## config.mk

```make
export PLATFORM = sky130hd
export DESIGN_NAME = bubble_issue_ctrl
export DESIGN_NICKNAME = d
export VERILOG_FILES = /design/src/rtl/bubble_pkg.sv /design/src/rtl/bubble_issue_ctrl_inflight_sb.sv /design/src/rtl/bubble_issue_ctrl.sv
export SDC_FILE = /design/constraint.sdc
export NUM_CORES = 1
export LEC_CHECK = 0
export ABC_AREA = 0
export CAP_MARGIN = 0
export CORE_MARGIN = 3
export CORE_UTILIZATION = 52
export CTS_BUF_LIST = sky130_fd_sc_hd__clkbuf_8
export CTS_CLUSTER_SIZE = 28
export DETAILED_ROUTE_END_ITERATION = 7
export PLACE_DENSITY = 0.82
export SLEW_MARGIN = 10
export SYNTH_ARGS = -nofsm -noshare
export SYNTH_HDL_FRONTEND = slang
export SYNTH_SLANG_ARGS = --single-unit
```

## constraint.sdc

```tcl
create_clock -name clk -period 2.8 [get_ports clk]
set_clock_uncertainty 0.05 [all_clocks]
set_input_delay 0.28 -clock clk [delete_from_list [all_inputs] [get_ports clk]]
set_output_delay 0.28 -clock clk [all_outputs]
set_load 0.005 [all_outputs]
```

## src/rtl/bubble_pkg.sv

```systemverilog
// Shared definitions for the bubble pipeline: opcode classes, issue FSM states
// and the register-usage helpers used by both the decoder and the issue logic.
package bubble_pkg;

  localparam logic [5:0] OP_RTYPE = 6'd0;
  localparam logic [5:0] OP_JTYPE = 6'd1;

  typedef enum logic [1:0] {RUN, HAZARD, FLUSH} state_t;

  // Register 0 is hardwired, so it never takes part in a dependency.
  function automatic logic reads_rs(input logic [5:0] op_code, input logic [4:0] rs);
    return (op_code != OP_JTYPE) && (rs != 5'd0);
  endfunction

  function automatic logic reads_rt(input logic [5:0] op_code, input logic [4:0] rt);
    return (op_code == OP_RTYPE) && (rt != 5'd0);
  endfunction

  // Destination register; 0 means "no tracked write".
  function automatic logic [4:0] dest_of(input logic [5:0] op_code, input logic [4:0] rt,
                                         input logic [4:0] rd);
    if (op_code == OP_RTYPE) return rd;
    if (op_code == OP_JTYPE) return 5'd0;
    return rt;
  endfunction

endpackage

```

## src/rtl/bubble_issue_ctrl_inflight_sb.sv

```systemverilog
// In-flight write scoreboard: a WB_LAT-deep shift register of {valid, reg}
// that advances with the execute stage and flags reads of pending writes.
module inflight_sb #(
  parameter int WB_LAT = 3
) (
  input  logic       clk,
  input  logic       rst_n,
  input  logic       shift,
  input  logic       wr_en,
  input  logic [4:0] wr_reg,
  input  logic       src_a_en,
  input  logic [4:0] src_a,
  input  logic       src_b_en,
  input  logic [4:0] src_b,
  output logic       match
);

  logic [WB_LAT-1:0] valid;
  logic [4:0]        regs [WB_LAT];

  // NOTE: sequential state uses <= so every stage samples its neighbour's old value.
  always_ff @(posedge clk or negedge rst_n) begin
    if (!rst_n) begin
      valid <= '0;
    end else if (shift) begin
      valid[0] <= wr_en;
      for (int i = 1; i < WB_LAT; i++) valid[i] <= valid[i-1];
    end
  end

  // NOTE: register tags are not reset; a clear valid bit makes their content irrelevant.
  always_ff @(posedge clk) begin
    if (shift) begin
      regs[0] <= wr_reg;
      for (int i = 1; i < WB_LAT; i++) regs[i] <= regs[i-1];
    end
  end

  // NOTE: combinational outputs get a default first so no path infers a latch.
  always_comb begin
    match = 1'b0;
    for (int i = 0; i < WB_LAT; i++) begin
      if (valid[i] && ((src_a_en && regs[i] == src_a) || (src_b_en && regs[i] == src_b)))
        match = 1'b1;
    end
  end

endmodule

```

## src/rtl/bubble_issue_ctrl.sv

```systemverilog
// Issue/hazard controller between decode and execute: stalls on RAW hazards,
// flushes on execute redirects and counts the bubbles it inserts.
module bubble_issue_ctrl
  import bubble_pkg::*;
#(
  parameter int WB_LAT        = 3,
  parameter int FLUSH_BUBBLES = 2,
  parameter int CNT_W         = 16
) (
  input  logic             clk,
  input  logic             rst_n,
  input  logic             dec_valid,
  input  logic [5:0]       dec_op_code,
  input  logic [4:0]       dec_rs,
  input  logic [4:0]       dec_rt,
  input  logic [4:0]       dec_rd,
  input  logic             ex_redirect,
  input  logic             issue_ready,
  output logic             issue_valid,
  output logic             stall,
  output logic             flush,
  output logic [CNT_W-1:0] bubble_cnt
);

  localparam int FC_W = (FLUSH_BUBBLES > 1) ? $clog2(FLUSH_BUBBLES) : 1;
  localparam logic [FC_W-1:0] FC_LOAD = FC_W'(FLUSH_BUBBLES - 1);

  state_t          state, next_state;
  logic [FC_W-1:0] flush_cnt, next_flush_cnt;
  logic            sb_match, hazard, issue_fire, bubble;
  logic [4:0]      dest;

  assign dest = dest_of(dec_op_code, dec_rt, dec_rd);

  inflight_sb #(.WB_LAT(WB_LAT)) u_sb (
    .clk      (clk),
    .rst_n    (rst_n),
    .shift    (issue_ready),
    .wr_en    (issue_fire && (dest != 5'd0)),
    .wr_reg   (dest),
    .src_a_en (reads_rs(dec_op_code, dec_rs)),
    .src_a    (dec_rs),
    .src_b_en (reads_rt(dec_op_code, dec_rt)),
    .src_b    (dec_rt),
    .match    (sb_match)
  );

  assign hazard = dec_valid && sb_match;

  always_comb begin
    next_state     = state;
    next_flush_cnt = flush_cnt;
    issue_valid    = 1'b0;
    flush          = 1'b0;
    if (ex_redirect) begin
      flush          = 1'b1;
      next_state     = FLUSH;
      next_flush_cnt = FC_LOAD;
    end else begin
      unique case (state)
        RUN: begin
          issue_valid = dec_valid && !hazard;
          if (hazard) next_state = HAZARD;
        end
        HAZARD: begin
          issue_valid = dec_valid && !hazard;
          if (!hazard) next_state = RUN;
        end
        FLUSH: begin
          if (issue_ready) begin
            if (flush_cnt == '0) next_state = RUN;
            else                 next_flush_cnt = flush_cnt - 1'b1;
          end
        end
        default: next_state = RUN;
      endcase
    end
  end

  assign issue_fire = issue_valid && issue_ready;
  assign stall      = !flush && ((dec_valid && !issue_fire) || (state == FLUSH));
  // A redirect cycle kills whatever sits in decode, so it is a bubble as well.
  assign bubble     = issue_ready && !issue_fire && (ex_redirect || state == FLUSH || hazard);

  always_ff @(posedge clk or negedge rst_n) begin
    if (!rst_n) begin
      state      <= RUN;
      flush_cnt  <= '0;
      bubble_cnt <= '0;
    end else begin
      state     <= next_state;
      flush_cnt <= next_flush_cnt;
      if (bubble && (bubble_cnt != {CNT_W{1'b1}}))
        bubble_cnt <= bubble_cnt + 1'b1;
    end
  end

endmodule

```

# [Yosys cells after proc, flatten, opt, wreduce, memory -nomap -nowiden]
# Memory sizes are Yosys's and may differ from the RTL's.
# Index checks and enable logic that the tools add are counted.
[classes] n_addsub=2 n_eq_ne=15 muxes=25 n_reduce_logical=39
[ops] op="5-bit equality test" count=6
[ops] op="1-bit logical AND" count=20
[ops] op="5-bit two-way mux" count=4
[ops] op="16-bit by 1-bit adder with 16-bit output (second input constant)" count=1
[ops] op="16-bit != test (second input constant)" count=1
[ops] op="1-bit two-way mux" count=15
[ops] op="5-bit nonzero test" count=3
[ops] op="3-bit != test (second input constant)" count=4
[ops] op="2-bit two-way mux" count=5
[ops] op="6-bit by 1-bit equality test with 1-bit output (second input constant)" count=1
[ops] op="6-bit logical NOT" count=1
[ops] op="1-bit logical OR" count=6
[ops] op="6-bit by 1-bit != test with 1-bit output (second input constant)" count=1
[ops] op="2-bit one-hot mux with 3 select lines" count=1
[ops] op="4-bit AND reduction" count=1
[ops] op="2-bit nonzero test" count=2
[ops] op="1-bit logical NOT" count=3
[ops] op="2-bit by 1-bit equality test with 1-bit output (second input constant)" count=1
[ops] op="2-bit equality test (second input constant)" count=1
[ops] op="2-bit logical NOT" count=1
[ops] op="2-bit AND reduction" count=1
[ops] op="2-bit OR reduction" count=1
[ops] op="1-bit subtractor (second input constant)" count=1
[word_totals] reg_bits=22 ramBits=15 in_bits=26 output_inout_bits=19 mem_count=1
[memory_table] name="u_sb.regs" depth=3 word_bits=5 rd=3 rd_clocked_by_memory_dff=0 write_ports=3 line="bubble_issue_ctrl_inflight_sb.sv:19" text="logic [4:0] regs [WB_LAT];"

# [Logic depth before layout (Yosys ltp)]
# Gate-level depths: netlist (run 1).
[logic_depth] depth_word=18 depth_mapped=9 mapped_depth_nobuf=7

# [By module]
# Synthesis (run 1) repeated with hierarchy kept, for this count alone.
[hier_totals] hier_cells=184 hier_area_um2=2119.5
[by_module_without_submodules] mod="bubble_issue_ctrl" instances=1 cells_each=118 area_each_um2=1206.2 seq_area_each_um2=475.5
[by_module_without_submodules] mod="inflight_sb" instances=1 cells_each=66 area_each_um2=913.4 seq_area_each_um2=525.5

# [Worst setup path before layout (run 1)]
# Ideal clock, no wire load.
[synth_path] path_kind="in2reg" from="input port dec_op_code[4]" to="register bubble_cnt[1]" setup_ns=0.128 t_arrival_ns=1.900 required_time_ns=2.622 setup_slack_ns=0.723 cell_stages=8 path_buffers=1 cell_sequence="or4_4 buf_6 nor2_8 nand2_2 a31o_4 a21oi_4 o21ai_2 mux2_1"
[synth_via] elab_chain_cells=18 elab_cells_between_ends=30 classes_between="eq/ne (1); mux (5); reduce/logical (24)"
[synth_lines] element="start, declared" line="bubble_issue_ctrl.sv:13" text="input logic [5:0] dec_op_code,"
[synth_lines] element="6-bit by 1-bit != test with 1-bit output / 6-bit logical NOT (equally long branches)" line="bubble_pkg.sv:12, bubble_pkg.sv:16"
[synth_lines] element="1-bit logical AND (on tied branches)" line="bubble_pkg.sv:12, bubble_pkg.sv:16"
[synth_lines] element="1-bit logical AND" line="bubble_issue_ctrl_inflight_sb.sv:43" text="if (valid[i] && ((src_a_en && regs[i] == src_a) || (src_b_en && regs[i] == src_b)))"
[synth_lines] element="1-bit logical OR" line="bubble_issue_ctrl_inflight_sb.sv:43"
[synth_lines] element="1-bit logical AND" line="bubble_issue_ctrl_inflight_sb.sv:43"
[synth_lines] element="1-bit two-way mux (2 in a row)" line="bubble_issue_ctrl_inflight_sb.sv:43"
[synth_lines] element="1-bit two-way mux (*)" line="bubble_issue_ctrl_inflight_sb.sv:43"
[synth_lines] element="1-bit logical AND (*)" line="bubble_issue_ctrl.sv:48" text="assign hazard = dec_valid && sb_match;"
[synth_lines] element="1-bit logical NOT"
[synth_lines] element="1-bit logical AND" line="bubble_issue_ctrl.sv:62, bubble_issue_ctrl.sv:66"
[synth_lines] element="1-bit two-way mux"
[synth_lines] element="1-bit two-way mux" line="bubble_issue_ctrl.sv:55" text="if (ex_redirect) begin"
[synth_lines] element="1-bit logical AND" line="bubble_issue_ctrl.sv:80" text="assign issue_fire = issue_valid && issue_ready;"
[synth_lines] element="1-bit logical NOT" line="bubble_issue_ctrl.sv:83" text="assign bubble = issue_ready && !issue_fire && (ex_redirect || state == FLUSH || hazard);"
[synth_lines] element="1-bit logical AND" line="bubble_issue_ctrl.sv:83"
[synth_lines] element="1-bit logical AND (*)" line="bubble_issue_ctrl.sv:83"
[synth_lines] element="1-bit logical AND (*)" line="bubble_issue_ctrl.sv:93" text="if (bubble && (bubble_cnt != {CNT_W{1'b1}}))"
[synth_lines] element="end signal, assigned" line="bubble_issue_ctrl.sv:94" text="bubble_cnt <= bubble_cnt + 1'b1;"
[synth_lines] element="end, declared" line="bubble_issue_ctrl.sv:22" text="output logic [CNT_W-1:0] bubble_cnt"
# Every way passes the cells marked *; elsewhere a longest branch is shown, timed or not.
# A chain may end at the register's enable or synchronous reset.

# [Final worst setup path (run 1)]
[layout_path] from="input port dec_op_code[4]" to="output port stall"
[layout_via] elab_chain_cells=18 elab_cells_between_ends=29 classes_between="eq/ne (1); mux (5); reduce/logical (23)"
[layout_lines] element="6-bit by 1-bit != test with 1-bit output / 6-bit logical NOT (equally long branches)" line="bubble_pkg.sv:12, bubble_pkg.sv:16"
[layout_lines] element="1-bit logical AND (on tied branches)" line="bubble_pkg.sv:12, bubble_pkg.sv:16"
[layout_lines] element="1-bit logical AND" line="bubble_issue_ctrl_inflight_sb.sv:43"
[layout_lines] element="1-bit logical OR" line="bubble_issue_ctrl_inflight_sb.sv:43"
[layout_lines] element="1-bit logical AND" line="bubble_issue_ctrl_inflight_sb.sv:43"
[layout_lines] element="1-bit two-way mux (2 in a row)" line="bubble_issue_ctrl_inflight_sb.sv:43"
[layout_lines] element="1-bit two-way mux (*)" line="bubble_issue_ctrl_inflight_sb.sv:43"
[layout_lines] element="1-bit logical AND (*)" line="bubble_issue_ctrl.sv:48"
[layout_lines] element="1-bit logical NOT (*)"
[layout_lines] element="1-bit logical AND (*)" line="bubble_issue_ctrl.sv:62, bubble_issue_ctrl.sv:66"
[layout_lines] element="1-bit two-way mux (*)"
[layout_lines] element="1-bit two-way mux (*)" line="bubble_issue_ctrl.sv:55"
[layout_lines] element="1-bit logical AND (*)" line="bubble_issue_ctrl.sv:80"
[layout_lines] element="1-bit logical NOT (*)" line="bubble_issue_ctrl.sv:81" text="assign stall = !flush && ((dec_valid && !issue_fire) || (state == FLUSH));"
[layout_lines] element="1-bit logical AND (*)" line="bubble_issue_ctrl.sv:81"
[layout_lines] element="1-bit logical OR (*)" line="bubble_issue_ctrl.sv:81"
[layout_lines] element="1-bit logical AND (*)" line="bubble_issue_ctrl.sv:81"
[layout_lines] element="end, declared" line="bubble_issue_ctrl.sv:20" text="output logic stall,"
# Marks and branches as above.

==> results of run 1 <==
critical path, stage by stage:
cell and delay (ns):
clkdlybuf4s50_1 0.40, or4_4 0.58, nor2_8 0.13, o2bb2ai_1 0.14, a31o_2 0.14, nand2_1 0.09
o21ai_0 0.16, a21oi_1 0.08, dlygate4sd2_1 0.27
layout make-up:
type	count	share of cell area, %
repair buffers	58	20.1
flip-flops and latches	37	35.8
multi-input cells	140	37.3
inverters	4	0.537
clock buffers	6	2.95
clock inverters	2	1.21
well taps	48	2.15
worst paths after layout:
kind | startpoint | cells past startpoint | slack [ns] | to
worst max-delay path | dec_op_code[4] | 9 | 0.19 | stall
min in group clk | flush_cnt | 1 | 0.44 | flush_cnt
worst min-delay path | rst_n | 2 | 0.28 | state[1]
max in group asynchronous | rst_n | 2 | 2.19 | bubble_cnt[1]
worst max register to register | bubble_cnt[3] | 6 | 0.31 | bubble_cnt[1]
worst min register to register | flush_cnt | 1 | 0.44 | flush_cnt
repair_timing:
item                       CTS  global route
cloned                       0             0
resized for setup            5             3
setup endpoints to repair    1             1
cell families (layout without fill, tap and decap cells):
group                    Yosys count  count (layout)  synth area share, %
AO/OA/AOI/OAI                     37              37                 13.3
buffers and inverters              9              70                 2.52
XOR/XNOR                          44              44                 18.5
flip-flops                        37              37                 48.0
multiplexers                       3               3                 1.62
adder cells (fa/ha/maj)            1               1                0.601
AND/OR/NAND/NOR                   55              55                 15.4
routing by layer:
layer	track usage [%]	vias up	routed length, um
li1	-	804	-
met1	29.9	841	2260
met2	33.6	64	2380
met3	4.78	12	210
met4	8.68	0	109
met5	0	-	0
flip-flops by register name, summed over array words and instances, names as in the netlist:
name and flops:
u_sb.valid 3, bubble_cnt 16, flush_cnt 1, state 2, u_sb.regs 15
cells in the final DEF (no fill, tap or decap), types with 3 or more instances in the layout:
master,count
dlygate4sd2_1,3
o21ai_1,3
edfxtp_1,15
a21oi_1,3
nor2_1,7
nand4_1,3
o21ai_0,9
and3_1,5
xor2_1,24
nor4_1,5
clkdlybuf4s50_1,38
dfrtp_1,22
nand3b_1,4
o211ai_1,5
dlymetal6s2s_1,3
clkbuf_8,6
buf_4,13
o2111ai_1,3
xnor2_1,20
nand2_1,10
nand3_1,8
inv_1,5
power breakdown:
part	switching (uW)	internal [uW]
Combinational	140	202
Sequential	89.8	635
Clock	188	287
per-stage QoR:
| step | total power (uW) | setup TNS [ns] |
|---|---|---|
| 2_1_floorplan | 858 | 0 |
| 3_3_place_gp | 1060 | -0.0727 |
| 5_1_grt | 1620 | 0 |
| 6_report | 1540 | 0 |
| 3_5_place_dp | 1070 | -0.100 |
| 4_1_cts | 1550 | 0 |
cells in the mapped netlist (4+ instances only):
library cell	instances	area, um^2
nand3b_1	4	30.0
nand2_1	10	37.5
xnor2_1	20	175
inv_1	4	15.0
nor2_1	7	26.3
and3_1	5	31.3
dfrtp_1	22	551
xor2_1	24	210
o211ai_1	5	37.5
nor4_1	7	43.8
edfxtp_1	15	450
o21ai_0	9	45.0
nand3_1	8	40.0
==> impl_metrics.yaml, run 1 <==
yosys:
  syn-num-nets: 213
  synth-seq-cells: 37
  yosysWarningCount: 0
  syn_area_um2: 2080
  avgSynthCellArea_um2: 11.2
  syn-instance-count: 186
  synth_flop_cell: "dfrtp_1"
  yosysSeqAreaShare_pct: 48.0
  synth_enable_flop_cells: 15
  ys_async_sr_fraction_pct: 59.5
  ys_types: 43
worst_setup_path:
  cp_max_fo: 3
  cp-end-kind: "output port"
  crit_required_ns: 2.47
  crit_arrival_ns: 2.28
  startpoint_type: "input port"
  worstSetupPathType: "input port to output port"
detailed_routing:
  ant_nets: 0
  firstDrtPassIters: 5
  vias: 1721
  drt-total-wl_mm: 4.96
  post_drt_via_cell_ratio: 5.83
  wl_per_cell_um: 16.8
  drtIter0Drc: 149
  remaining_drc_errors: 0
sta:
  hold_viol: 0
  hold_ws_ns: 0.280
  relSlewSlack_pct: 66.6
  post-route-period-util_pct: 93.0
  fin_ws_ns: 0.195
  fin_crit_ns: 2.61
  grt_setup_unrepaired: "false"
  fmax_ghz: 0.384
  worst_pin_slew_ns: 0.497
  slew_viol_final: 0
  finalSetupViolCount: 0
floorplanning:
  die_x_um: 69.3
  rows: 22
  fp.dieArea_um2: 4800
  die_h_um: 69.3
  start_util_pct: 55.2
  io_pins: 45
  core_area_um2: 3770
clock_network:
  cts_sinks: 37
  cts_max_level: 2
  postCtsSetupBuffers: 0
  clk_latency_ns: 0.29
  cts_tree: "built"
  cts_max_path_buffers: 2
  cts_root_buf: "clkbuf_8"
  clkTransAtPathRegs_ns: 0.07
  postCtsHoldBufs: 0
  cts-buffers-inserted: 5
place:
  port_buffers: 44
  post-place-ws_ns: -0.100
  placed_cells: 287
  post_dp_cell_area_um2: 2660
  gp_congestion: 0.859
  place_hpwl_mm: 3.60
global_route:
  antenna_found_initial: 0
  grt_pass1_wl_mm: 8.48
  track_usage_pct: 21.8
  gr-total-overflow: 0
  grt_pass1_vias: 1792
  grt_max_degree: 24
cells_and_area:
  num-nets-final: 273
  multi_input_area_um2: 1040
  fin_cells: 295
  n_fill_cell: 242
  fin_util_pct: 74.2
  seq_area_um2: 1000
  design_area_um2: 2800
  n_antenna_cell: 0
  syn_to_final_growth_pct: 34.2
  final_layout_size_suffix_gt1_share_pct: 13.4
run:
  maxCapViolCount: 0
outcome:
  status: "finished, final reports clean"
pwr:
  powerDensity_nw_per_um2: 552
  vdd_drop_max_uv: 351
  leakagePower_uw: 0.00113
hold_path:
  worstHoldPathType: "input port to async pin"
Note: power is estimated with default switching activity, not from simulation.
==> run 2: changes to the inputs <==
Settings changed: HOLD_SLACK_MARGIN set to 0.15.
==> results of run 2 <==
No change in the layout: final DEF, timing and power equal those of run 1.
==> run 3: changes to the inputs <==
--- a/config.mk
+++ b/config.mk
@@ -10,3 +10,3 @@
 export CORE_MARGIN = 3
-export CORE_UTILIZATION = 52
+export CORE_UTILIZATION = 35
 export CTS_BUF_LIST = sky130_fd_sc_hd__clkbuf_8
@@ -15,3 +15,2 @@
 export HOLD_SLACK_MARGIN = 0.15
-export PLACE_DENSITY = 0.82
 export SLEW_MARGIN = 10
--- a/constraint.sdc
+++ b/constraint.sdc
@@ -4,2 +4,2 @@
 set_output_delay 0.28 -clock clk [all_outputs]
-set_load 0.005 [all_outputs]
+set_load 0.01 [all_outputs]
==> impl_metrics.yaml, run 3 (synthesized netlist as in run 1, its figures left out) <==
pwr:
  powerDensity_nw_per_um2: 517
  leakagePower_uw: 0.00111
  vdd_drop_max_uv: 391
place:
  gp_congestion: 0.868
  place_hpwl_mm: 3.72
  post-place-ws_ns: -0.177
  port_buffers: 44
cells_and_area:
  layout_common_cells: "clkdlybuf4s50_1 (40), xor2_1 (24), dfrtp_1 (22), xnor2_1 (20), buf_4 (16)"
  syn_to_final_growth_pct: 35.1
  largest_register: "bubble_cnt"
  n_fill_cell: 527
  layout_commonest_cell: "clkdlybuf4s50_1"
  n_antenna_cell: 0
  num-nets-final: 276
  reg_top3: "bubble_cnt: 16 flops, u_sb.regs: 15 flops, u_sb.valid: 3 flops"
  final_layout_size_suffix_gt1_share_pct: 14.0
  largest_reg_flops: 16
floorplanning:
  rows: 27
  fp.dieArea_um2: 6910
  die_h_um: 83.2
  io_pins: 45
  start_util_pct: 36.9
  die_x_um: 83.2
  core_area_um2: 5640
clock_network:
  postCtsHoldBufs: 0
  cts_tree: "built"
  clkTransAtPathRegs_ns: 0.07
  postCtsResizedCells: 6
  postCtsSetupBuffers: 0
  cts_max_level: 2
  cts_sinks: 37
  cts_root_buf: "clkbuf_8"
  cts_max_path_buffers: 2
  cts-buffers-inserted: 5
  clk_latency_ns: 0.28
sta:
  fin_crit_ns: 2.60
  hold_viol: 0
  fmax_ghz: 0.385
  post-route-period-util_pct: 92.8
  relSlewSlack_pct: 70.1
  fin_ws_ns: 0.202
  worst_pin_slew_ns: 0.447
  finalSetupViolCount: 0
  hold_ws_ns: 0.293
  slew_viol_final: 0
  grt_setup_unrepaired: "false"
worst_setup_path:
  crit_arrival_ns: 2.27
  worstReg2RegStart: "u_sb.regs[0][8]"
  startpoint_type: "input port"
  cp_max_fo: 4
  crit_required_ns: 2.47
  worstSetupPathType: "input port to output port"
  cp-end-kind: "output port"
  worstRegToRegCells: 9
  rr_endpoint: "bubble_cnt[8]"
  r2r_slack_ns: 0.54
detailed_routing:
  ant_nets: 0
  drt-total-wl_mm: 4.85
  remaining_drc_errors: 0
  firstDrtPassIters: 4
  wl_per_cell_um: 15.1
  drtIter0Drc: 71
  vias: 1651
  post_drt_via_cell_ratio: 5.13
outcome:
  status: "finished, final reports clean"
global_route:
  gr-total-overflow: 0
  grt_pass1_vias: 1730
  track_usage_pct: 14.9
  grt_pass1_wl_mm: 8.41
  grt_max_degree: 24
  antenna_found_initial: 0
hold_path:
  worstHoldPathType: "input port to async pin"
run:
  maxCapViolCount: 0
-- run 3: changes by cell type in the layout (fill, tap and decap cells not counted), sizes merged --
cell and delta:
buf +3, clkdlybuf4s50 +2, inv +1, dlygate4sd2 +1, dlymetal6s2s -3, bufinv -1
-- run 3: worst max path at each step --
stage | start | endpoint
6_report | dec_rs[1] | stall
5_1_grt | dec_rs[3] | stall
4_1_cts | dec_rs[1] | stall
3_5_place_dp | dec_rt[3] | stall
3_3_place_gp | dec_rt[3] | stall
2_1_floorplan | dec_op_code[4] | bubble_cnt[1]
-- run 3: final cells by class --
cell class | instances | area [um^2] | area share (%)
Multi-Input combinational cell | 140 | 1040 | 37.0
Sequential cell | 37 | 1000 | 35.6
Timing Repair Buffer | 61 | 576 | 20.5
Tap cell | 72 | 90.1 | 3.20
Clock buffer | 6 | 82.6 | 2.93
Inverter | 4 | 15.0 | 0.534
Clock inverter | 2 | 7.51 | 0.267
-- run 3: worst max-delay path, cell delays in order --
cell and delay (ns):
clkdlybuf4s50_1 0.51, or4_1 0.57, o2bb2ai_1 0.19, a31o_2 0.14, nand2_1 0.06, o21ai_0 0.14, a21oi_1 0.09, dlygate4sd2_1 0.29
-- run 3: routing by layer --
layer / track usage [%] / wire, um / vias up
li1: - / - / 812
met1: 21.2 / 2390 / 803
met2: 22.7 / 2260 / 29
met3: 2.98 / 133 / 7
met4: 4.90 / 65 / 0
met5: 0 / 0 / -
-- run 3: power breakdown --
| part | switching [uW] | internal (uW) |
|---|---|---|
| combinational | 156 | 204 |
| clock | 178 | 193 |
| sequential | 88.5 | 636 |
| total | 423 | 1030 |
-- run 3: through the flow --
step	instance area [um^2]	power (uW)	std cells	util [%]	setup TNS, ns
after floorplan	2080	876	186	-	0
after global placement	2720	1090	314	48.1	-0.254
after detailed placement	2720	1090	314	48.1	-0.246
after CTS	2810	1480	322	49.9	0
after global routing	2810	1540	322	49.9	0
final	2810	1460	322	49.9	0
